--- config.mk ---
export PLATFORM = sky130hd
export DESIGN_NAME = pipe_ctrl
export DESIGN_NICKNAME = d
export VERILOG_FILES = /design/src/rtl/pipe_ctrl.sv
export SDC_FILE = /design/constraint.sdc
export NUM_CORES = 1
export LEC_CHECK = 0
export CAP_MARGIN = 0
export CORE_ASPECT_RATIO = 0.9
export CORE_UTILIZATION = 39
export CTS_CLUSTER_SIZE = 25
export DETAILED_ROUTE_END_ITERATION = 6
export PLACE_DENSITY = 0.86
export SYNTH_ARGS = -nofsm -noshare
export SYNTH_HDL_FRONTEND = slang
export SYNTH_SLANG_ARGS = --single-unit
export TNS_END_PERCENT = 100
--- constraint.sdc ---
create_clock -name clk -period 3.05 [get_ports clk]
set_input_delay 0.61 -clock clk [delete_from_list [all_inputs] [get_ports clk]]
set_output_delay 0.61 -clock clk [all_outputs]
set_load 0.01 [all_outputs]
--- src/rtl/pipe_ctrl.sv ---
// Pipeline control for the 5-stage CPU: stall/flush generation, exception and
// interrupt commit at MEM, ERET handling and the fetch redirect.
module pipe_ctrl #(
  parameter logic [29:0] EXP_VECTOR = 30'h0000_0100
) (
  input  logic        clk,
  input  logic        reset_,
  input  logic        if_busy,
  input  logic        mem_busy,
  input  logic        ld_hazard,
  input  logic [29:0] mem_pc,
  input  logic        mem_en,
  input  logic [2:0]  mem_exp_code,
  input  logic [1:0]  mem_ctrl_op,
  input  logic        irq,
  output logic        if_stall,
  output logic        id_stall,
  output logic        ex_stall,
  output logic        mem_stall,
  output logic        if_flush,
  output logic        id_flush,
  output logic        ex_flush,
  output logic        mem_flush,
  output logic        new_pc_en,
  output logic [29:0] new_pc,
  output logic [29:0] epc,
  output logic [2:0]  exp_cause,
  output logic        int_en
);

  localparam logic [2:0] CAUSE_EXT_INT = 3'd1;
  localparam logic [1:0] OP_ERET       = 2'd1;

  logic       stall;
  logic       exp_evt;
  logic       eret_evt;
  logic [2:0] cause;
  logic       saved_ie;
  logic       init_done;

  assign stall = if_busy | mem_busy;

  // Internal exceptions outrank the interrupt, which outranks ERET.
  always_comb begin
    exp_evt  = 1'b0;
    eret_evt = 1'b0;
    cause    = 3'd0;
    if (mem_en) begin
      if (mem_exp_code != 3'd0) begin
        exp_evt = 1'b1;
        cause   = mem_exp_code;
      end else if (irq && int_en) begin
        exp_evt = 1'b1;
        cause   = CAUSE_EXT_INT;
      end else if (mem_ctrl_op == OP_ERET) begin
        eret_evt = 1'b1;
      end
    end
  end

  // While stalled, MEM is frozen, so any pending event simply waits.
  always_comb begin
    if_stall  = stall | ld_hazard;
    id_stall  = stall;
    ex_stall  = stall;
    mem_stall = stall;
    if_flush  = 1'b0;
    id_flush  = 1'b0;
    ex_flush  = 1'b0;
    mem_flush = 1'b0;
    new_pc_en = 1'b0;
    new_pc    = 30'd0;
    if (!stall) begin
      if (exp_evt || eret_evt) begin
        if_flush  = 1'b1;
        id_flush  = 1'b1;
        ex_flush  = 1'b1;
        mem_flush = 1'b1;
        new_pc_en = 1'b1;
        new_pc    = exp_evt ? EXP_VECTOR : epc;
      end else begin
        id_flush = ld_hazard;
      end
    end
  end

  always_ff @(posedge clk or negedge reset_) begin
    if (!reset_) begin
      epc       <= 30'd0;
      exp_cause <= 3'd0;
      saved_ie  <= 1'b0;
      int_en    <= 1'b0;
      init_done <= 1'b0;
    end else begin
      init_done <= 1'b1;
      if (!init_done) int_en <= 1'b1;
      if (!stall) begin
        if (exp_evt) begin
          epc       <= mem_pc;
          exp_cause <= cause;
          saved_ie  <= int_en;
          int_en    <= 1'b0;
        end else if (eret_evt) begin
          int_en <= saved_ie;
        end
      end
    end
  end

endmodule

==> metrics.cfg <==
[cts]
max-clock-path-buffers = 2
htree_num_levels = 2
clk_latency_ns = 0.28
postCtsSetupBuffers = 0
cts_buffers = 5
clock_sinks = 36
clk_pin_slew_worst_paths_ns = 0.07
cts_tree = done
hold_buffers = 0
cts_root_buffer = clkbuf_8

[sta]
rsz0062_at_grt = no
hold_viol_final = 0
fmax_mhz = 338.2
finalCritPeriodShare = 0.9693
maxSlewViolCount = 0
worst_slew_pin_slew_ns = 0.7896
setup_viol = 0
min_period_ns = 2.956
relSlewSlack = 0.4736
finClkSkew_ns = 0.006702

[pwr]
power_frac_seq = 0.419
finalPower_mw = 1.512
power_frac_comb = 0.284
switching_share = 0.2451
vdd_drop_max_uv = 369.0
p_int_mw = 1.142
p_switching_mw = 0.3707
p_leak_nw = 1.302
p_per_area_nw_per_um2 = 493.5
clkPwrFrac = 0.298

[cells_and_area]
nFillCells = 313
syn_to_final_growth_pct = 76.70
drive_above_1_share = 0.2925
n_antenna_cell = 0
stdcell_area_um2 = 3064
nets = 294

[floorplanning]
fp.dieH_um = 65.26
coreArea_um2 = 4156
rows = 22
initial_core_util = 0.4172
die_x_um = 72.29
die-area_um2 = 4718
top_level_ports = 115

[critical_path]
critPathCaptureType = primary output
arrival_ns = 2.35
cp_num_buf_inv = 3
cp_slowest_cell = clkdlybuf4s50_1
crit_top_cell = clkdlybuf4s50_1
path_delay_family = buffers and inverters
crit_required_ns = 2.44
cp-start-kind = input port
cp_max_fo = 5
path_cells = clkdlybuf4s50_1 > or3b_4 > a21oi_2 > buf_4 > a21o_1 > clkdlybuf4s50_1
critPathMaxStageDelay_ns = 0.52
path_class = input port to primary output

[logic_synthesis]
synthesis.instances = 133
synth-seq-area-share = 0.5195
async_flop_share = 1.000
synth-adder-area-share = 0
synth_ff_type = dfrtp_1
synth_compound_area_frac = 0.04040
yosysWarnings = 0
synth.distinct_cells = 27
syn_area_um2 = 1734
syn-num-nets = 175
synth-edff-count = 0
synthSimpleGateAreaFrac = 0.1688
ys_ff_latch = 36
synth_xor_xnor_area_share = 0
synth_area_per_cell_um2 = 13.04
synth_top_family_by_area = multiplexers
synthMuxAreaShare = 0.2035

[placed_design]
gp_congestion = 0.7027
port_buffers = 114
place_area_um2 = 2923
place_hpwl_um = 3328

[global_routing]
grt.total_usage = 0.1975
grt_pass1_vias = 1430
grt_pass1_wl_um = 7148
antenna_found_initial = 0
grt_max_degree = 37
overflow = 0

[job]
drv_cap = 0

[routing]
vias = 1438
wl_um = 4363
drt_iter0_markers = 47
antenna_left = 0
dr.pass1.iters = 2
wl_per_cell_um = 13.94
route.detailed.drc = 0
via_per_inst = 4.594

[worst_hold_path]
hold_path_class = input port to asynchronous set/reset pin

[run_status]
status = completed

==> stage by stage <==
step	setup TNS, ns	hold slack, ns	util	setup slack, ns	instances
after floorplan	0	0.3144	-	0.7437	133
after global placement	-1.104	0.4929	0.7032	-0.06475	305
after detailed placement	-3.491	0.4942	0.7032	-0.1512	305
after CTS	0	0.4271	0.7339	0.009188	313
after global routing	0	0.4740	0.7372	0.01759	313
final	0	0.4127	0.7372	0.09355	313
==> power by group through the flow <==
stage,clock (mW),combinational (mW),sequential (mW)
after detailed placement,0,0.433,0.643
after global routing,0.479,0.459,0.650
final,0.450,0.429,0.633
after global placement,0,0.424,0.639
after CTS,0.464,0.434,0.635
after floorplan,0,0.112,0.676
==> final cells by class <==
cell class                 instances  area (um^2)  share of cell area
timing repair buffer             123         1217              0.3973
sequential                        36        900.9              0.2940
multi-input combinational         83        733.2              0.2393
tap                               60        75.07             0.02450
clock buffer                       7        96.34             0.03144
clock inverter                     1        30.03            0.009800
inverter                           3        11.26            0.003675
==> registers in the layout, indices dropped and copies added (netlist names) <==
register and cells:
epc 30, init_done 1, saved_ie 1, exp_cause 3, int_en 1
==> final timing paths <==
check                             start           end  slack, ns  cells past startpoint
setup / recovery                 mem_en      id_flush       0.09                      6
hold / removal                   reset_  exp_cause[0]       0.41                      1
setup reg to reg                 int_en        epc[1]       1.37                      5
hold reg to reg            exp_cause[0]  exp_cause[0]       0.51                      1
max in group asynchronous        reset_        epc[6]       2.14                      1
min in group clk           exp_cause[0]  exp_cause[0]       0.51                      1
==> kinds of logic (layout without fill, tap and decap cells) <==
group                  after synthesis  in the layout
AO/OA/AOI/OAI                        8              8
AND/OR/NAND/NOR                     43             43
buffers and inverters               14            134
other                                1              1
flip-flops                          36             36
multiplexers                        31             31
==> worst reg2reg max path, delay by kind of cell, from the launching register on <==
| kind | cells | cell delay [ns] |
|---|---|---|
| AO/OA/AOI/OAI | 1 | 0.39 |
| buffers and inverters | 2 | 0.38 |
| multiplexers | 1 | 0.32 |
| AND/OR/NAND/NOR | 1 | 0.05 |
| flip-flops | 1 | 0.44 |
==> Yosys cell counts, types with 2 or more instances <==
library cell  count  area share
a21oi_1           2      0.0058
mux2_2           30        0.19
and2_1           11       0.040
dfrtp_1          36        0.52
o21ai_0           3      0.0087
nand2_1           3      0.0065
nor2_1            2      0.0043
buf_4             5       0.022
inv_1             3      0.0065
and2_2           18       0.078
buf_6             4       0.026
==> cells in the final DEF (no fill, tap or decap) <==
| cell | instances |
|---|---|
| dfrtp_1 | 36 |
| nor2b_1 | 1 |
| and2b_2 | 1 |
| or3b_4 | 1 |
| buf_2 | 1 |
| a21oi_1 | 1 |
| or3_1 | 1 |
| nor2_1 | 2 |
| a21o_1 | 1 |
| bufinv_16 | 1 |
| nand4_1 | 1 |
| clkdlybuf4s50_1 | 102 |
| and2_1 | 11 |
| and3_4 | 1 |
| buf_8 | 1 |
| nor2_4 | 1 |
| dlymetal6s2s_1 | 2 |
| dlygate4sd2_1 | 9 |
| a21oi_2 | 1 |
| a2111oi_4 | 1 |
| buf_12 | 1 |
| buf_4 | 7 |
| clkbuf_8 | 7 |
| inv_1 | 3 |
| mux2_4 | 1 |
| o21ai_0 | 3 |
| mux2_2 | 30 |
| o32a_1 | 1 |
| and2_2 | 18 |
| nand2_1 | 3 |
| nand2b_1 | 1 |
| conb_1 | 1 |
| nor3b_2 | 1 |
==> layer usage <==
layer	vias to the layer above	GRT usage	wire [um]
met5	-	0	0
met4	0	0.05147	12
met3	2	0.06595	371
met2	73	0.3271	2119
met1	682	0.2475	1859
li1	681	-	-
==> what timing repair did <==
item	in CTS	in global routing
gates cloned	0	0
gates resized for setup	12	4
hold endpoints to repair	0	0
endpoints found under the setup margin	30	28
pin swaps	2	1
No activity file was read; power rests on OpenSTA's default activity.
==> RTL change 1: new RTL, same settings <==
Add an input register stage for `irq`, without a reset; this delays it by one clock. The other inputs are not delayed to match.
--- a/src/rtl/pipe_ctrl.sv
+++ b/src/rtl/pipe_ctrl.sv
@@ -31,6 +31,12 @@
   localparam logic [2:0] CAUSE_EXT_INT = 3'd1;
   localparam logic [1:0] OP_ERET       = 2'd1;
 
+  logic irq_q;
+
+  always_ff @(posedge clk) begin
+    irq_q <= irq;
+  end
+
   logic       stall;
   logic       exp_evt;
   logic       eret_evt;
@@ -49,7 +55,7 @@
       if (mem_exp_code != 3'd0) begin
         exp_evt = 1'b1;
         cause   = mem_exp_code;
-      end else if (irq && int_en) begin
+      end else if (irq_q && int_en) begin
         exp_evt = 1'b1;
         cause   = CAUSE_EXT_INT;
       end else if (mem_ctrl_op == OP_ERET) begin
Behaviour: not the same (Yosys sat finds a counterexample within 4 cycles, from zero or initial values and one cycle with reset_ low).
==> RTL change 1 against the unedited design <==
- sequential cell count up 1
- cell area shrank 2.9%
- total power fell by 8.2%
- setup slack better by 18 ps
- global-route usage shrank 0.44 points
- clock skew is 1.8 ps lower
- highest routed layer unchanged
- register-to-register slack hardly changed
- wire length is 5.1% lower
- area after synthesis decreased by 0.29%
- largest power group unchanged
==> RTL change 1: results (changes against the unedited design) <==
Status - finished, final reports clean
Post-synthesis mux area share - 20.4% (+0.059 points)
Gpl congestion - 0.764 (+8.8%)
Post-DP HPWL - 3.13 mm (-6.0%)
Fillers - 318 (+1.6%)
Clock buffers created by TritonCTS - 5 (unchanged)
Port bufs - 114 (unchanged)
Drt first pass iters - 4 (+2)
First-pass GRT wire length - 6.81 mm (-4.7%)
Max-Slew Margin vs Limit - 47.0% (-0.31 points)
Crit path largest cell delay - 550 ps (+30 ps)
Mapped Avg Cell Area - 12.8 um2 (-1.8%)
Post-DP Area - 2920 um2 (about the same)
CP arrival - 2330 ps (-20 ps)
Via density - 4.45 (-3.2%)
Register area share after synthesis - 53.3% (+1.3 points)
Synth cell types - 26 (-3.7%)
Maximum vdd drop - 0.368 mV (-0.30%)
Most frequent cells after synthesis - dfrtp_1, mux2_2, and2_1
Layout Nets - 296 (+0.68%)
Share of layout cells above drive strength 1 - 20.0% (-9.2 points)
Antenna violations before repair - 1 (+1)
GRT Resource Usage Total - 19.3% (-0.44 points)
Final Non-Filler Cells - 316 (+0.96%)
Worst Skew - 4.91 ps (-1.79 ps)
XOR/XNOR Fraction of Synth Area - 0% (unchanged)
Vias in the first global route - 1,422 (-0.56%)
Worst hold slack - 410 ps (-2.28 ps)
Ranking of synthesized cells by area - dfrtp_1, mux2_2, and2_1
Synth async-reset ratio - 97.3% (-2.7 points)
Syn nets - 177 (+1.1%)
Drt total wl - 4.14 mm (-5.1%)
Synth Area in Compound Gates - 4.05% (+0.012 points)
R2R depth - 5 (unchanged)
# placed instances - 307 (+0.66%)
P_leak - 1.35 nW (+3.8%)
Drt initial violations - 30 (-36%)
Post-Place Worst Slack - -141 ps (+10.2 ps)
Crit path max fanout - 4 (-1)
==> RTL change 1: worst max-delay path by stage <==
| stage | from | to | slack (ps) | cells past startpoint |
|---|---|---|---|---|
| 2_1_floorplan | mem_exp_code[2] | new_pc[19] | 730 | 5 |
| 3_3_place_gp | mem_exp_code[2] | new_pc[22] | -70 | 6 |
| 3_5_place_dp | mem_exp_code[2] | new_pc[13] | -140 | 6 |
| 4_1_cts | mem_busy | mem_flush | 60 | 4 |
| 5_1_grt | mem_en | new_pc[8] | 1 | 5 |
| 6_report | mem_busy | new_pc[8] | 110 | 5 |
==> RTL change 1: worst register-to-register path: stages, from the launching register on <==
cell and delay [ps]:
dfrtp_1 440, a2111oi_4 340, buf_4 220, nor2_4 50
buf_4 210, mux2_2 310
==> RTL change 1: cell type report <==
cell class | count | area (um2) | area share [%]
repair buffers | 123 | 1180 | 39.6
flip-flops and latches | 37 | 921 | 31.0
multi-input cells | 85 | 711 | 23.9
clock buffers | 8 | 80.1 | 2.69
well taps | 60 | 75.1 | 2.52
inverters | 2 | 7.51 | 0.252
diodes | 1 | 2.50 | 0.0841
==> RTL change 1: repair_timing <==
item                                   CTS  global route
setup endpoints to repair               29             4
buffers inserted                         0             0
pin swaps                                2             0
endpoints found under the hold margin    0             0
gates resized for setup                 32             1
==> RTL change 1: power by group <==
part | internal, mW | switching [mW] | leakage, nW
registers | 0.584 | 0.0635 | 0.431
logic | 0.282 | 0.139 | 0.881
clock network | 0.162 | 0.158 | 0.0395
total | 1.03 | 0.360 | 1.35
==> RTL change 1: per-layer routing <==
| layer | share of wire [%] | global-route usage, % |
|---|---|---|
| met5 | 0 | 0 |
| met4 | 1.5 | 7.11 |
| met1 | 42 | 23.0 |
| met2 | 48 | 31.5 |
| met3 | 8.1 | 7.67 |
==> RTL change 2: new RTL, same flow settings <==
Without the edit above. `EXP_VECTOR`: 30'h0000_0100 -> 30'h000000C0.
--- a/src/rtl/pipe_ctrl.sv
+++ b/src/rtl/pipe_ctrl.sv
@@ -1,7 +1,7 @@
 // Pipeline control for the 5-stage CPU: stall/flush generation, exception and
 // interrupt commit at MEM, ERET handling and the fetch redirect.
 module pipe_ctrl #(
-  parameter logic [29:0] EXP_VECTOR = 30'h0000_0100
+  parameter logic [29:0] EXP_VECTOR = 30'h000000C0
 ) (
   input  logic        clk,
   input  logic        reset_,
Function: changed (a bounded check fails within 4 cycles, from zero or initial values and one cycle with reset_ low).
==> RTL change 2 against the unedited design <==
- setup slack got worse by 14 ps
- critical path depth fell by 1
- sequential share of layout area shrank 0.27 points
- sequential cell count unchanged
- critical path type unchanged
- wire length down 1.2%
- die area rose by 5.0%
- cell area rose by 0.94%
- total power decreased by 4.2%
- area after synthesis up 5.1%
==> RTL change 2: results (changes against the unedited design) <==
Status - finished, final reports clean
Clock slew at reported path FFs - 70 ps (about the same)
Syn nets - 173 (-1.1%)
Layout Nets - 294 (unchanged)
Clock buffers created by TritonCTS - 5 (unchanged)
Worst Skew - 5.03 ps (-1.67 ps)
Share of layout cells above drive strength 1 - 20.2% (-9.1 points)
Mapped Avg Cell Area - 13.9 um2 (+6.7%)
P_leak - 1.47 nW (+13%)
Fillers - 343 (+9.6%)
Crit path max fanout - 4 (-1)
GRT Resource Usage Total - 17.8% (-1.9 points)
Drt initial violations - 35 (-26%)
Synth async-reset ratio - 100% (unchanged)
Crit-path slowest cell - clkdlybuf4s50_1
Ys Warns - 0 (unchanged)
Gpl congestion - 0.773 (+10%)
Main synth FF type - dfrtp_1
Ranking of synthesized cells by area - dfrtp_1, mux2_4, and2_1
Crit path largest cell delay - 530 ps
Drt first pass iters - 4 (+2)
Post-DP HPWL - 3.31 mm (-0.57%)
Worst Hold Class - input port to asynchronous set/reset pin
Max-Slew Margin vs Limit - 46.9% (-0.44 points)
CTS Buffer Depth - 2 (unchanged)
Drt total wl - 4.31 mm (-1.2%)
Clk Latency, worst-skew pair - 270 ps
Post-DP Area - 3020 um2 (+3.3%)
H-Tree Depth - 2 (unchanged)
First-pass GRT wire length - 6.48 mm (-9.4%)
Port bufs - 114 (unchanged)
CP delay by family, top - buffers and inverters
Synth cell types - 25 (-7.4%)
Register area share after synthesis - 49.4% (-2.5 points)
# placed instances - 307 (+0.66%)
Antenna violations before repair - 0 (unchanged)
Post-Place Worst Slack - -122 ps (+28.8 ps)
Maximum vdd drop - 0.324 mV (-12%)
Vias - 1,439 (+0.070%)
Via density - 4.57 (-0.57%)
Root Driver - clkbuf_8
Largest regs - epc x30, exp_cause x3
CP arrival - 2360 ps
# diodes - 0 (unchanged)
Most frequent cells after synthesis - dfrtp_1, mux2_4, and2_1
Largest net degree at the start of global routing - 37 (unchanged)
[RTL change 2: cell count changes after synthesis, sizes merged]
cell    change
a22o        +2
inv         -2
o21ai       -2
a21oi       +1
and2        -1
and2b       -1
buf         +1
clkbuf      -1
nand2       -1
nand2b      +1
nor2b       +1
[RTL change 2: logic make-up (layout without fill, tap and decap cells)]
logic type | after synthesis | after routing | share of synthesized area [%]
multiplexers | 31 | 31 | 25.1
other | 1 | 1 | 0.206
flip-flops | 36 | 36 | 49.4
AND/OR/NAND/NOR | 42 | 42 | 14.3
AO/OA/AOI/OAI | 9 | 9 | 4.53
buffers and inverters | 12 | 134 | 6.38
[RTL change 2: final timing paths]
path	start	to	cells past startpoint	slack (ps)
worst max register to register	int_en	epc[12]	5	1330
max in group asynchronous	reset_	epc[28]	1	2130
worst max-delay path	mem_busy	new_pc_en	5	80
min in group clk	saved_ie	saved_ie	1	500
worst min register to register	saved_ie	saved_ie	1	500
worst min-delay path	reset_	epc[23]	1	420
[RTL change 2: where the power goes]
| part | leakage, nW | internal (mW) | total (mW) | switching [mW] |
|---|---|---|---|---|
| clock network | 0.0455 | 0.184 | 0.336 | 0.152 |
| registers | 0.423 | 0.570 | 0.640 | 0.0696 |
| logic | 1.00 | 0.328 | 0.473 | 0.145 |
| total | 1.47 | 1.08 | 1.45 | 0.367 |
[RTL change 2: routing by layer]
layer  share of wire (%)  GRT usage, %  up-vias
li1                    -             -      678
met1                  42          20.5      688
met2                  50          31.5       71
met3                 7.8          5.45        2
met4                0.42          5.53        0
met5                   0             0        -
[RTL change 2: stage by stage]
stage,hold slack (ps),power [mW],setup TNS (ps)
6_report,417,1.45,0
5_1_grt,482,1.53,0
4_1_cts,443,1.47,0
3_5_place_dp,489,1.13,-2660
3_3_place_gp,477,1.11,-1370
2_1_floorplan,314,0.835,0
[RTL change 2: what timing repair did]
action / 4_1_cts / 5_1_grt
buffers inserted: 0 / 0
endpoints found under the setup margin: 32 / 1
pin swaps: 2 / 0
hold buffers: 0 / 0
gates resized for setup: 32 / 1
[RTL change 2: worst reg2reg max path: cells and delay by family (launching register included)]
kind	cells	cell delay (ps)
mux	1	330
flops	1	430
compound gates	1	390
simple gates	1	50
buf+inv	2	400
[RTL change 2: layout make-up]
cell class	count	area (um2)	area share (%)
inverters	1	3.75	0.121
multi-input cells	83	815	26.3
clock buffers	8	90.1	2.91
repair buffers	125	1210	39.0
flip-flops and latches	36	901	29.1
well taps	62	77.6	2.51
